<file path="config.mk">
export PLATFORM = sky130hd
export DESIGN_NAME = fetch_unit
export DESIGN_NICKNAME = d
export VERILOG_FILES = /design/src/rtl/fetch_unit.sv
export SDC_FILE = /design/constraint.sdc
export NUM_CORES = 1
export LEC_CHECK = 0
export BUFFER_PORTS_ARGS = -buffer_cell sky130_fd_sc_hd__buf_2
export CELL_PAD_IN_SITES_DETAIL_PLACEMENT = 1
export CELL_PAD_IN_SITES_GLOBAL_PLACEMENT = 1
export CORE_MARGIN = 2
export CORE_UTILIZATION = 36
export CTS_CLUSTER_DIAMETER = 150
export DETAILED_ROUTE_END_ITERATION = 10
export PLACE_DENSITY_LB_ADDON = 0.08
export SLEW_MARGIN = 20
export SYNTH_ARGS = -nofsm -noshare
export SYNTH_HDL_FRONTEND = slang
export SYNTH_SLANG_ARGS = --single-unit
</file>
<file path="constraint.sdc">
create_clock -name clk -period 2 [get_ports clk]
set_input_delay 0.1 -clock clk [delete_from_list [all_inputs] [get_ports clk]]
set_output_delay 0.1 -clock clk [all_outputs]
set_load 0.02 [all_outputs]
</file>
<file path="src/rtl/fetch_unit.sv">
// Instruction fetch stage: PC, single-outstanding instruction bus, one-entry skid buffer,
// branch/trap redirect, and the registered IF/ID pipeline slot.
module fetch_unit #(
  parameter logic [31:0] RESET_PC  = 32'h0000_0000,
  parameter logic [31:0] NOP_INSTR = 32'h0000_0013
) (
  input  logic        clk,
  input  logic        rst,
  input  logic        stall,
  input  logic        trap_valid,
  input  logic [31:0] trap_pc,
  input  logic        branch_valid,
  input  logic [31:0] branch_pc,
  output logic        ibus_req,
  output logic [31:0] ibus_addr,
  input  logic        ibus_gnt,
  input  logic        ibus_rvalid,
  input  logic [31:0] ibus_rdata,
  output logic        if2id_valid,
  output logic [31:0] if2id_pc,
  output logic [31:0] if2id_instruction
);

  localparam int unsigned XLEN = 32;

  logic [XLEN-1:0] pc_q, pc_d;
  logic            outstanding_q, outstanding_d;
  logic [XLEN-1:0] out_pc_q, out_pc_d;
  logic            discard_q, discard_d;
  logic            skid_valid_q, skid_valid_d;
  logic [XLEN-1:0] skid_pc_q, skid_pc_d;
  logic [XLEN-1:0] skid_instr_q, skid_instr_d;
  logic            if2id_valid_q, if2id_valid_d;
  logic [XLEN-1:0] if2id_pc_q, if2id_pc_d;
  logic [XLEN-1:0] if2id_instr_q, if2id_instr_d;

  logic            redirect;
  logic [XLEN-1:0] target;
  logic            fire;
  logic            accept;

  // Bus request side; a response in the same cycle frees the single outstanding slot.
  always_comb begin
    redirect  = trap_valid | branch_valid;
    target    = trap_valid ? trap_pc : branch_pc;
    ibus_req  = ~rst & ~redirect & ~stall & ~skid_valid_q & (~outstanding_q | ibus_rvalid);
    ibus_addr = {pc_q[XLEN-1:2], 2'b00};
    fire      = ibus_req & ibus_gnt;
    // A response with nothing outstanding belongs to a pre-reset request and is ignored.
    accept    = ibus_rvalid & outstanding_q & ~discard_q & ~redirect;
  end

  always_comb begin
    pc_d          = pc_q;
    outstanding_d = outstanding_q;
    out_pc_d      = out_pc_q;
    discard_d     = discard_q;
    skid_valid_d  = skid_valid_q;
    skid_pc_d     = skid_pc_q;
    skid_instr_d  = skid_instr_q;
    if2id_valid_d = if2id_valid_q;
    if2id_pc_d    = if2id_pc_q;
    if2id_instr_d = if2id_instr_q;

    if (fire) begin
      outstanding_d = 1'b1;
      out_pc_d      = pc_q;
      pc_d          = pc_q + XLEN'(4);
    end else if (ibus_rvalid) begin
      outstanding_d = 1'b0;
    end
    if (ibus_rvalid) discard_d = 1'b0;

    if (accept && stall) begin
      skid_valid_d = 1'b1;
      skid_pc_d    = out_pc_q;
      skid_instr_d = ibus_rdata;
    end

    if (!stall) begin
      if (skid_valid_q) begin
        if2id_valid_d = 1'b1;
        if2id_pc_d    = skid_pc_q;
        if2id_instr_d = skid_instr_q;
        skid_valid_d  = 1'b0;
      end else if (accept) begin
        if2id_valid_d = 1'b1;
        if2id_pc_d    = out_pc_q;
        if2id_instr_d = ibus_rdata;
      end else begin
        if2id_valid_d = 1'b0;
      end
    end

    // Redirect overrides stall and flushes everything fetched on the old path.
    if (redirect) begin
      pc_d          = target;
      if2id_valid_d = 1'b0;
      skid_valid_d  = 1'b0;
      discard_d     = outstanding_q & ~ibus_rvalid;
    end
  end

  always_ff @(posedge clk) begin
    if (rst) begin
      pc_q          <= RESET_PC;
      outstanding_q <= 1'b0;
      out_pc_q      <= RESET_PC;
      discard_q     <= 1'b0;
      skid_valid_q  <= 1'b0;
      skid_pc_q     <= RESET_PC;
      skid_instr_q  <= NOP_INSTR;
      if2id_valid_q <= 1'b0;
      if2id_pc_q    <= RESET_PC;
      if2id_instr_q <= NOP_INSTR;
    end else begin
      pc_q          <= pc_d;
      outstanding_q <= outstanding_d;
      out_pc_q      <= out_pc_d;
      discard_q     <= discard_d;
      skid_valid_q  <= skid_valid_d;
      skid_pc_q     <= skid_pc_d;
      skid_instr_q  <= skid_instr_d;
      if2id_valid_q <= if2id_valid_d;
      if2id_pc_q    <= if2id_pc_d;
      if2id_instr_q <= if2id_instr_d;
    end
  end

  assign if2id_valid       = if2id_valid_q;
  assign if2id_pc          = if2id_pc_q;
  assign if2id_instruction = if2id_instr_q;

endmodule

</file>
Yosys cells after proc, flatten, opt, wreduce, memory -nomap -nowiden. Index checks and enable logic that the tools add are counted.

Bits in registers: 196. Output and inout port bits: 98. Input bits: 103.

Bitwise operators: 18. Multiplexer cells: 15. Add/sub/neg operators: 1. Reductions and logical operators: 7.

Operator list (number): 32-bit 2-to-1 mux (7); 32-bit by 3-bit adder with 32-bit output (second input constant) (1); 1-bit AND (9); 1-bit 2-to-1 mux (8); 2-bit nonzero test (4); 1-bit inverter (7); 1-bit OR (2); 2-bit AND reduction (1); 2-bit OR reduction (1); 1-bit logical AND (1).

Longest topological paths before layout.
Depth after elaboration: 9. Depth in mapped cells: 9. Gate-level depth less buffers: 6.

Least setup slack after synthesis. Ideal clock, no wire load.

Path type: flip-flop to flip-flop. Start: reg pc_q[2]. End: reg pc_q[22]. Library setup time: 0.060 ns. Setup slack: 0.012 ns. Cell stages (with the launch flop): 7. Buffers on the path: 0. Period minus slack after synthesis: 1.988 ns. Data arrival time: 1.928 ns. Data required time: 1.940 ns. Path through: dfxtp_1 ha_1 nand4_2 or4_4 or2_0 o32a_1 nand2_1.

Word-level cells in the longest chain between the ends: 3.

Ends and longest elaborated chain: from (decl) (line 26) `logic [XLEN-1:0] pc_q, pc_d;`; from (signal assigned) (line 117) `pc_q <= pc_d;`; 32-bit by 3-bit adder with 32-bit output (line 68) `pc_d = pc_q + XLEN'(4);`; 32-bit 2-to-1 mux (line 65) `if (fire) begin`; 32-bit 2-to-1 mux (line 96) `if (redirect) begin`.

No other way between the ends. The select of a mux whose other input is x is not followed. A chain may end at the register's enable or synchronous reset.

Final worst setup path. Same ends and word-level chain as after synthesis.

==> flow_summary.yaml <==
power_and_ir_drop:
  p_leak_uw: 0.004223
  ir_drop_mv: 0.4482
  combPwrFrac_pct: 10.3
  power_per_cell_area_nw_per_um2: 728.7
  clkPwrFrac_pct: 41.2
  intPower_uw: 6108
  switching_share_pct: 26.06
  finalPower_uw: 8260
  seq_power_share_pct: 48.6
  switchingPower_uw: 2152
clock_network:
  clkSlewWorstSetupHoldPaths_ns: 0.07
  cts_buffer_depth: 2
  clk_latency_ns: 0.43
  cts_setup_buffers: 0
  cts_root_buf: "clkbuf_16"
  numCtsBuffers: 17
  tritoncts: "done"
  cts_sinks: 196
  htree_levels: 4
timing:
  hold_viol: 0
  setup_viol: 0
  fin_ws_ns: 0.08200
  clock_skew_ns: 0.01209
  max_freq_mhz: 521.4
  min_period_ns: 1.918
  grt_setup_unrepaired: "no"
  period_share_pct: 95.90
  finalMaxSlewViolations: 0
  fin_setup_tns_ns: 0
  slew_headroom_pct: 44.37
  worst_pin_slew_ns: 0.8345
synthesis:
  yosys.area.top_type: "dfxtp_1"
  synthFlopType: "dfxtp_1"
  yosysWarnings: 0
  synth_area_um2: 8778
  synth-seq-area-share_pct: 44.70
  synth-edff-count: 0
  synth_top_cell_area_share_pct: 44.70
  yosys_register_bits: 196
  synth_area_leaders: "dfxtp_1, nand2_1, mux2i_1"
  async_flop_share_pct: 0
  synth_cell_types: 60
  synthCells: 1057
  syn_area_per_cell_um2: 8.305
route:
  drc: 0
  dr_total_vias: 8245
  avgViaCountPerCell: 5.093
  drt_iter0_drc: 406
  wl_um: 27110
  drt-wirelength-per-cell_um: 16.74
  dr.pass1.iters: 5
  antenna_left: 0
setup_path:
  crit_required_ns: 2.37
  worstPathArrival_ns: 2.29
  worstPathCellList: "ha_4 -> nand4_4 -> or4_4 -> or2_1 -> o32a_1 -> nand2_1"
  cp-start-kind: "flop"
  endpoint_kind: "flop"
  critPathKind: "reg -> reg"
  cp.buffers_inverters: 0
  cpLargestDelayFamily: "simple AND/OR/NAND/NOR gates"
  cpMaxStageDelayCell: "or4_4"
  critPathMaxStageDelay_ns: 0.57
  crit_fanout: 3
cells_and_area:
  antenna_cells: 0
  layout-drive-gt1-share_pct: 25.56
  post-route-util_pct: 47.03
  final_nets: 1387
  synthToLayoutAreaGrowth_pct: 29.13
  final_common_cell: "nand2_1"
  fin_cells: 1619
  layout_common_cells: "nand2_1, buf_2, dfxtp_1"
  fillerInstances: 2946
floorplanning:
  ios: 201
  die-area_um2: 25650
  initial_utilization_pct: 36.42
  core-area_um2: 24110
  die-height_um: 160.2
  die_x_um: 160.2
  row_count: 57
placed_design:
  dp_hpwl_um: 19040
  dp.cells: 1542
  port_buffers: 198
  gp_congestion: 0.8374
  post-place-ws_ns: 0.1122
grt:
  first_global_vias: 8441
  overflow: 0
  antenna_found_initial: 0
  grt_use_total_pct: 21.29
  grt_max_degree: 86
  grt_pass1_wl_um: 44190
hold_path:
  hold_path.class: "in -> reg"
run_status:
  outcome: "completed"
job:
  cap_viol_max_count: 0
## tightest hold or removal path, stage by stage
cell and delay [ns]:
buf_2 0.08, o22ai_1 0.07, nor3_1 0.15
## repair_timing
item	in CTS	in global routing
resized for setup	0	8
hold buffers	46	0
setup endpoints to repair	0	5
endpoints found under the hold margin	53	0
## per-stage QoR
stage | instance area [µm²] | hold slack [ns]
after floorplan | 8782 | 0.1768
after global placement | 10250 | 0.3122
after detailed placement | 10250 | 0.3103
after CTS | 11290 | 0.009616
after global routing | 11340 | 0.01652
final | 11340 | 0.02083
## metal layers
| layer | track usage, % | wire (µm) |
|---|---|---|
| met5 | 0 | 0 |
| met4 | 5.160 | 357 |
| met3 | 4.545 | 1340 |
| met2 | 35.44 | 12680 |
| met1 | 28.25 | 12730 |
## final cells by class
type	count	area (µm²)	share of cell area, %
clock buffer	18	439.2	3.874
clock inverter	13	137.6	1.214
inverter	11	41.29	0.3642
multi-input combinational	739	4259	37.57
sequential	196	3928	34.65
tap	324	405.4	3.576
timing repair buffer	318	2126	18.75
## cells by family (layout without fill, tap and decap cells)
| family | count (synthesis) | count (layout) | synth area share [%] |
|---|---|---|---|
| xor+xnor | 5 | 5 | 0.4988 |
| other cells | 1 | 2 | 0.04272 |
| mux | 70 | 70 | 7.996 |
| buf+inv | 123 | 360 | 7.440 |
| simple gates | 395 | 395 | 19.26 |
| fa+ha+maj | 1 | 1 | 0.1425 |
| compound gates | 266 | 266 | 19.93 |
| flops | 196 | 196 | 44.70 |
## final timing paths
path,start,slack (ns),depth (start not counted),to
max,pc_q[2],0.08,6,pc_q[22]
min,trap_pc[25],0.02,3,pc_q[25]
max reg2reg,pc_q[2],0.08,6,pc_q[22]
min reg2reg,skid_pc_q[22],0.46,2,skid_pc_q[22]
## registers in the layout (all words and copies together) (netlist names)
name               cells
if2id_instruction     32
if2id_pc              32
out_pc_q              32
pc_q                  32
skid_instr_q          32
skid_pc_q             32
discard_q              1
if2id_valid            1
outstanding_q          1
skid_valid_q           1
## power groups by stage
stage	combinational, µW	clock, µW	sequential, µW
finish	847	3400	4010
detailed placement	776	0	4100
floorplan	444	0	4110
global placement	773	0	4100
CTS	849	3520	4010
global route	923	3670	4020
## synthesized netlist by cell type, types with 2 or more instances
cell,number
a211oi_2,10
nor3_1,17
a22oi_1,5
o21a_1,3
or3_1,4
nor2b_1,3
a21o_1,3
a221o_1,2
a222oi_1,2
nand2_1,217
o31ai_1,2
o21ai_0,10
o21bai_1,3
a22o_1,4
dfxtp_1,196
clkbuf_1,50
nor3_2,2
buf_6,3
or2_2,3
nor4_1,8
buf_4,38
and3_1,4
a21oi_1,120
o31a_1,2
nand3_1,22
nand2b_1,3
a311o_1,2
a211oi_1,57
nand4_1,13
o22ai_1,13
buf_2,20
mux2i_1,69
o211ai_1,6
and2_1,2
nor2_1,91
a31oi_1,5
xor2_1,4
a221oi_1,3
o311ai_0,3
o221ai_1,4
inv_1,10
No activity file was read; power rests on OpenSTA's default activity.
